===== src/rtl/axi_lite_rr_arbiter.sv =====
`default_nettype none
// ============================================================================
// Module   : axi_lite_rr_arbiter
// Purpose  : Round-robin arbiter sharing one AXI4-Lite port among CORES_COUNT
//            masters, one transaction in flight. Optional response watchdog is
//            enabled by defining AXI_ARB_WATCHDOG_EN.
// Revision : 1.0
// ============================================================================
module axi_lite_rr_arbiter #(
    parameter int CORES_COUNT    = 2,
    parameter int TIMEOUT_CYCLES = 1024
) (
    input  logic                       clk,
    input  logic                       resetn,

    input  logic [CORES_COUNT-1:0]     core_axi_awvalid,
    output logic [CORES_COUNT-1:0]     core_axi_awready,
    input  logic [32*CORES_COUNT-1:0]  core_axi_awaddr,
    input  logic [3*CORES_COUNT-1:0]   core_axi_awprot,
    input  logic [CORES_COUNT-1:0]     core_axi_wvalid,
    output logic [CORES_COUNT-1:0]     core_axi_wready,
    input  logic [32*CORES_COUNT-1:0]  core_axi_wdata,
    input  logic [4*CORES_COUNT-1:0]   core_axi_wstrb,
    output logic [CORES_COUNT-1:0]     core_axi_bvalid,
    input  logic [CORES_COUNT-1:0]     core_axi_bready,
    input  logic [CORES_COUNT-1:0]     core_axi_arvalid,
    output logic [CORES_COUNT-1:0]     core_axi_arready,
    input  logic [32*CORES_COUNT-1:0]  core_axi_araddr,
    input  logic [3*CORES_COUNT-1:0]   core_axi_arprot,
    output logic [CORES_COUNT-1:0]     core_axi_rvalid,
    input  logic [CORES_COUNT-1:0]     core_axi_rready,
    output logic [31:0]                core_axi_rdata,

    output logic                       mem_axi_awvalid,
    input  logic                       mem_axi_awready,
    output logic [31:0]                mem_axi_awaddr,
    output logic [2:0]                 mem_axi_awprot,
    output logic                       mem_axi_wvalid,
    input  logic                       mem_axi_wready,
    output logic [31:0]                mem_axi_wdata,
    output logic [3:0]                 mem_axi_wstrb,
    input  logic                       mem_axi_bvalid,
    output logic                       mem_axi_bready,
    output logic                       mem_axi_arvalid,
    input  logic                       mem_axi_arready,
    output logic [31:0]                mem_axi_araddr,
    output logic [2:0]                 mem_axi_arprot,
    input  logic                       mem_axi_rvalid,
    output logic                       mem_axi_rready,
    input  logic [31:0]                mem_axi_rdata,

    output logic [CORES_COUNT-1:0]     grant,
    output logic                       timeout_err
);

    localparam int IDX_W = (CORES_COUNT > 1) ? $clog2(CORES_COUNT) : 1;

    typedef enum logic [2:0] {
        S_IDLE    = 3'd0,
        S_RD_ADDR = 3'd1,
        S_RD_RESP = 3'd2,
        S_WR_ADDR = 3'd3,
        S_WR_RESP = 3'd4
    } state_t;

    state_t                   state_q;
    logic [CORES_COUNT-1:0]   grant_q;
    logic [IDX_W-1:0]         last_q;
    logic                     aw_done_q;
    logic                     w_done_q;

    logic [CORES_COUNT-1:0]   w_req;
    logic                     w_found;
    logic [IDX_W-1:0]         w_pick;
    logic [CORES_COUNT-1:0]   w_pick_oh;
    logic                     w_rd_addr, w_rd_resp, w_wr_addr, w_wr_resp;
    logic                     w_ar_hs, w_r_hs, w_aw_hs, w_w_hs, w_b_hs;
    logic                     w_timeout;
    logic [CORES_COUNT-1:0]   w_fake_r, w_fake_b;
    logic                     w_fake_r_busy, w_fake_b_busy;

    function automatic logic [IDX_W-1:0] f_wrap(input int v);
        f_wrap = IDX_W'(v % CORES_COUNT);
    endfunction

    assign w_req = core_axi_arvalid | core_axi_awvalid;

    // Scan starts just above the last owner so it gets lowest priority.
    always_comb begin
        w_found = 1'b0;
        w_pick  = '0;
        for (int k = 1; k <= CORES_COUNT; k++) begin
            if (!w_found && w_req[f_wrap(int'(last_q) + k)]) begin
                w_found = 1'b1;
                w_pick  = f_wrap(int'(last_q) + k);
            end
        end
    end

    assign w_pick_oh = CORES_COUNT'(1) << w_pick;

    assign w_rd_addr = (state_q == S_RD_ADDR);
    assign w_rd_resp = (state_q == S_RD_RESP);
    assign w_wr_addr = (state_q == S_WR_ADDR);
    assign w_wr_resp = (state_q == S_WR_RESP);

    assign mem_axi_arvalid  = w_rd_addr & core_axi_arvalid[last_q];
    assign mem_axi_araddr   = core_axi_araddr[32*last_q +: 32];
    assign mem_axi_arprot   = core_axi_arprot[3*last_q +: 3];
    assign core_axi_arready = grant_q & {CORES_COUNT{w_rd_addr & mem_axi_arready}};

    assign mem_axi_rready  = w_rd_resp & core_axi_rready[last_q] & ~w_fake_r_busy;
    assign core_axi_rvalid = (grant_q & {CORES_COUNT{w_rd_resp & mem_axi_rvalid & ~w_fake_r_busy}})
                           | w_fake_r;
    assign core_axi_rdata  = w_fake_r_busy ? 32'hDEAD_BEEF : mem_axi_rdata;

    // Each write channel is masked once its own handshake has completed.
    assign mem_axi_awvalid  = w_wr_addr & ~aw_done_q & core_axi_awvalid[last_q];
    assign mem_axi_awaddr   = core_axi_awaddr[32*last_q +: 32];
    assign mem_axi_awprot   = core_axi_awprot[3*last_q +: 3];
    assign core_axi_awready = grant_q & {CORES_COUNT{w_wr_addr & ~aw_done_q & mem_axi_awready}};

    assign mem_axi_wvalid  = w_wr_addr & ~w_done_q & core_axi_wvalid[last_q];
    assign mem_axi_wdata   = core_axi_wdata[32*last_q +: 32];
    assign mem_axi_wstrb   = core_axi_wstrb[4*last_q +: 4];
    assign core_axi_wready = grant_q & {CORES_COUNT{w_wr_addr & ~w_done_q & mem_axi_wready}};

    assign mem_axi_bready  = w_wr_resp & core_axi_bready[last_q] & ~w_fake_b_busy;
    assign core_axi_bvalid = (grant_q & {CORES_COUNT{w_wr_resp & mem_axi_bvalid & ~w_fake_b_busy}})
                           | w_fake_b;

    assign w_ar_hs = mem_axi_arvalid & mem_axi_arready;
    assign w_r_hs  = mem_axi_rvalid  & mem_axi_rready;
    assign w_aw_hs = mem_axi_awvalid & mem_axi_awready;
    assign w_w_hs  = mem_axi_wvalid  & mem_axi_wready;
    assign w_b_hs  = mem_axi_bvalid  & mem_axi_bready;

    assign grant = grant_q;

    always_ff @(posedge clk) begin
        if (!resetn) begin
            state_q   <= S_IDLE;
            grant_q   <= '0;
            last_q    <= IDX_W'(CORES_COUNT - 1);
            aw_done_q <= 1'b0;
            w_done_q  <= 1'b0;
        end else begin
            case (state_q)
                S_IDLE: begin
                    if (w_found) begin
                        grant_q <= w_pick_oh;
                        last_q  <= w_pick;
                        state_q <= core_axi_arvalid[w_pick] ? S_RD_ADDR : S_WR_ADDR;
                    end
                end
                S_RD_ADDR: begin
                    if (w_ar_hs) state_q <= S_RD_RESP;
                end
                S_RD_RESP: begin
                    if (w_r_hs || w_timeout) begin
                        state_q <= S_IDLE;
                        grant_q <= '0;
                    end
                end
                S_WR_ADDR: begin
                    if ((aw_done_q || w_aw_hs) && (w_done_q || w_w_hs)) begin
                        state_q   <= S_WR_RESP;
                        aw_done_q <= 1'b0;
                        w_done_q  <= 1'b0;
                    end else begin
                        if (w_aw_hs) aw_done_q <= 1'b1;
                        if (w_w_hs)  w_done_q  <= 1'b1;
                    end
                end
                S_WR_RESP: begin
                    if (w_b_hs || w_timeout) begin
                        state_q <= S_IDLE;
                        grant_q <= '0;
                    end
                end
                default: begin
                    state_q <= S_IDLE;
                    grant_q <= '0;
                end
            endcase
        end
    end

`ifdef AXI_ARB_WATCHDOG_EN
    localparam int CNT_W = $clog2(TIMEOUT_CYCLES + 1);

    logic [CNT_W-1:0]         wd_cnt_q;
    logic [CORES_COUNT-1:0]   fake_r_q;
    logic [CORES_COUNT-1:0]   fake_b_q;
    logic                     timeout_q;
    logic                     w_in_resp;

    assign w_in_resp = w_rd_resp | w_wr_resp;
    assign w_timeout = w_in_resp & (wd_cnt_q == CNT_W'(TIMEOUT_CYCLES - 1)) & ~(w_r_hs | w_b_hs);

    // Counter is zero on the first response cycle since ADDR states keep it cleared.
    always_ff @(posedge clk) begin
        if (!resetn) begin
            wd_cnt_q  <= '0;
            fake_r_q  <= '0;
            fake_b_q  <= '0;
            timeout_q <= 1'b0;
        end else begin
            wd_cnt_q  <= w_in_resp ? wd_cnt_q + 1'b1 : '0;
            fake_r_q  <= (fake_r_q & ~core_axi_rready)
                       | (grant_q & {CORES_COUNT{w_timeout & w_rd_resp}});
            fake_b_q  <= (fake_b_q & ~core_axi_bready)
                       | (grant_q & {CORES_COUNT{w_timeout & w_wr_resp}});
            if (w_timeout) timeout_q <= 1'b1;
        end
    end

    assign w_fake_r      = fake_r_q;
    assign w_fake_b      = fake_b_q;
    assign w_fake_r_busy = |fake_r_q;
    assign w_fake_b_busy = |fake_b_q;
    assign timeout_err   = timeout_q;
`else
    assign w_timeout     = 1'b0;
    assign w_fake_r      = '0;
    assign w_fake_b      = '0;
    assign w_fake_r_busy = 1'b0;
    assign w_fake_b_busy = 1'b0;
    assign timeout_err   = 1'b0;
`endif

endmodule
`default_nettype wire


===== config.mk =====
export PLATFORM = sky130hd
export DESIGN_NAME = axi_lite_rr_arbiter
export DESIGN_NICKNAME = d
export VERILOG_FILES = /design/src/rtl/axi_lite_rr_arbiter.sv
export SDC_FILE = /design/constraint.sdc
export NUM_CORES = 1
export LEC_CHECK = 0
export CORE_AREA = 2 2 164 166
export CTS_BUF_LIST = sky130_fd_sc_hd__clkbuf_4 sky130_fd_sc_hd__clkbuf_8 sky130_fd_sc_hd__clkbuf_16
export DETAILED_ROUTE_END_ITERATION = 7
export DIE_AREA = 0 0 166 168
export GPL_ROUTABILITY_DRIVEN = 0
export GPL_TIMING_DRIVEN = 0
export PLACE_DENSITY = 0.37
export SYNTH_ARGS = -nofsm -noshare
export SYNTH_HDL_FRONTEND = slang
export SYNTH_SLANG_ARGS = --single-unit

===== constraint.sdc =====
create_clock -name clk -period 1.77 [get_ports clk]
set_input_delay 0.177 -clock clk [delete_from_list [all_inputs] [get_ports clk]]
set_output_delay 0.177 -clock clk [all_outputs]
set_load 0.05 [all_outputs]

==> results of run 1 <==
cell usage after synthesis:
master    number
a21oi_1        1
a21oi_2        1
a221oi_2       1
a31oi_1        2
and2_1         2
and3_1         9
buf_2          9
buf_4         34
buf_6          4
clkbuf_8       3
conb_1         1
dfxtp_1        8
inv_1          2
mux2_2       106
mux2_4         1
mux2i_1        5
nand2_1        8
nand2_2        1
nand2b_1       1
nand2b_4       1
nand3_1        2
nor2_1        11
nor2b_1        2
nor3_1         7
nor3_2         1
nor4_1         1
nor4b_1        3
o21a_1         2
o21ai_0        4
o21ba_2        1
o21bai_2       1
o221a_2        2
o22ai_1        2
o31ai_1        1
or3_1          1
registers in the layout, summed over array words and instances (netlist names):
register   count
grant          2
aw_done_q      1
w_done_q       1
state_q        3
last_q         1
cells in the final DEF, fill, tap and decap left out, types with 3 or more instances in the layout:
master	instances
clkdlybuf4s50_1	259
buf_4	101
mux2_2	83
buf_2	30
mux2_4	24
buf_8	23
nor2_1	10
and3_1	9
nand2_1	8
buf_6	7
dfxtp_1	7
clkbuf_16	7
buf_12	6
nor3_1	6
mux2i_1	4
o21ai_0	4
diode_2	3
clkbuf_8	3
clkdlybuf4s15_2	3
critical path: cells and delay by family, from the launching register on:
kind / cells / cell delay (ns)
mux: 1 / 0.31
buf+inv: 5 / 0.73
flops: 1 / 0.32
per-stage QoR:
stage	power (mW)	TNS, ns	utilization [%]	hold WS [ns]	cell area, sq um
floorplan	4.513	-0.07501	-	0.3847	2262
finish	7.633	-0.1442	25.61	0.1746	6749
CTS	7.092	-1.771	24.22	0.1757	6382
global placement	6.778	-50.35	24.72	0.4168	6513
detailed placement	6.745	-51.77	24.72	0.4144	6513
global route	7.973	-1.340	25.59	0.1845	6744
cell type report:
type                       instances  area (sq um)
fill                            2868         19600
timing repair buffer             391          3765
multi-input combinational        181          1808
buffer                            50         498.0
tap                              341         426.7
sequential                         8         161.4
clock buffer                       3         75.07
inverter                           2         7.507
antenna                            3         7.507
kinds of logic (layout without fill, tap and decap cells):
| family | count (synthesis) | after routing | share of synthesized area, % |
|---|---|---|---|
| simple gates | 50 | 50 | 12.23 |
| flops | 8 | 8 | 7.183 |
| compound gates | 18 | 18 | 6.284 |
| mux | 112 | 112 | 56.45 |
| other cells | 1 | 4 | 0.1682 |
| buf+inv | 52 | 446 | 17.68 |
power by group through the flow:
stage | combinational, mW | sequential [mW] | clock [mW]
after detailed placement | 6.44 | 0.303 | 0
after CTS | 6.41 | 0.300 | 0.382
after global routing | 7.27 | 0.310 | 0.397
final | 6.96 | 0.302 | 0.374
after global placement | 6.47 | 0.305 | 0
after floorplan | 4.19 | 0.328 | 0
layer usage:
layer | vias to the layer above | GRT usage [%] | share of wire (%)
met3 | 14 | 3.832 | 10
met5 | - | 0 | 0.16
li1 | 1639 | - | -
met4 | 4 | 2.004 | 1.4
met2 | 237 | 19.88 | 53
met1 | 1526 | 11.17 | 35
timing repair:
item,4_1_cts,5_1_grt
gates cloned,0,4
setup buffers,2,3
gates resized for setup,694,126
endpoints found under the setup margin,123,117
how the worst max path moves through the flow:
stage | endpoint | slack, ns
after floorplan | core_axi_rvalid[0] | -0.08
after global placement | mem_axi_awaddr[1] | -0.61
after detailed placement | mem_axi_wdata[1] | -0.62
after CTS | mem_axi_wdata[1] | -0.09
after global routing | mem_axi_wdata[1] | -0.07
final | mem_axi_awaddr[19] | -0.03
==> impl_metrics.yaml, run 1 <==
setup_path:
  crit_chain: "buf_8 > buf_12 > buf_12 > clkbuf_16 > mux2_4 > buf_8"
  reg2reg_from: "last_q"
  critPathLaunchType: "register"
  crit_arrival_ns: 1.62
  crit_fanout: 7
  critPathSlowestCell: "dfxtp_2"
  reg2reg_depth: 8
  critPathRequiredTime_ns: 1.59
  cp-end-kind: "output pin"
  r2r-end: "state_q[0]"
  slowest_delay_ns: 0.32
  path_class: "register to output pin"
  rrSetupSlack_ns: 0.17
  startpoint: "last_q"
power:
  seqPwrFrac_pct: 4.0
  switching_share_pct: 54.04
  power.density_nw_per_um2: 1131
  combPwrFrac_pct: 91.1
  intPower_mw: 3.508
  power_leakage_nw: 2.909
  switchingPower_mw: 4.125
  peakVddDrop_v: 0.0005712
  pwr-share-clk_pct: 4.9
timing:
  clock.fmax_mhz: 556.6
  slew_violations: 0
  setup_violations: 9
  fin_crit_ns: 1.796
  relSlewSlack_pct: 66.34
  period_share_pct: 101.5
  hold_violations: 0
  layout_setup_ws_ns: -0.02648
  rsz0062_at_grt: "true"
  fin_worst_skew_ns: 0.001053
  tightest_slew_ns: 0.5033
synth:
  yosysWarnings: 0
  avgSynthCellArea_sq_um: 9.252
  synth.cell_area_sq_um: 2230
  yosysTopAreaCell: "mux2_2"
  ys_types: 35
  synth_seq_area_share_pct: 7.183
  synth_top_area_share_pct: 53.54
  syn_nets: 502
  synth_cells: 241
  ys_ff_latch: 8
  yosys-top-cells-area: "mux2_2 (54%), buf_4 (11%), dfxtp_1 (7.2%), and3_1 (2.5%), mux2i_1 (2.2%)"
die:
  core_sq_um: 26350
  initial_core_util_pct: 8.462
  die_w_microns: 166
  io_pins: 417
  rows: 60
  dieArea_sq_um: 27890
  die_y_microns: 168
routing:
  wl_microns: 16640
  drtIter0Drc: 53
  drc: 0
  wl_per_cell_microns: 17.00
  avgViaCountPerCell: 3.493
  drt_pass1_iterations: 4
  ant_nets: 0
  vias: 3420
status:
  violations: "setup timing"
  status: "finished with violations"
global_route:
  antenna_found_initial: 5
  grt_pass1_wl_microns: 22270
  grt_overflow: 0
  grt_pass1_vias: 3519
  grt_use_total_pct: 10.49
  grt_max_degree: 11
cts:
  clock-sinks: 8
  clkLatencyLatePin_ns: 0.23
  cts_tree: "built"
  clock_path_buffers: 2
  cts_buffers: 3
  cts-root-buf: "clkbuf_16"
  holdBufCountCts: 0
  h-tree-depth: 1
  path_clk_slew_ns: 0.04
place:
  dp_hpwl_microns: 14530
  portBuffers: 382
  post-place-cells: 964
  dp_slack_ns: -0.6223
flow_run:
  maxCapViolCount: 0
worst_hold_path:
  holdPathStages: 2
  hold_end: "last_q"
  hold_start: "resetn"
  hold_path.class: "primary input to register"
cells_and_area:
  fin_cells: 979
  area_growth_pct: 202.7
  fin_nets: 898
  drive_gt1_share_pct: 48.35
Note: power is estimated with default switching activity, not from simulation.
==> inputs of run 2 (changes only) <==
--- a/config.mk
+++ b/config.mk
@@ -5,6 +5,7 @@
 export SDC_FILE = /design/constraint.sdc
 export NUM_CORES = 1
 export LEC_CHECK = 0
+export CAP_MARGIN = 5
 export CORE_AREA = 2 2 164 166
 export CTS_BUF_LIST = sky130_fd_sc_hd__clkbuf_4 sky130_fd_sc_hd__clkbuf_8 sky130_fd_sc_hd__clkbuf_16
 export DETAILED_ROUTE_END_ITERATION = 7
==> results of run 2 <==
Same layout as run 1: the final DEF is identical, and so are final timing and power.
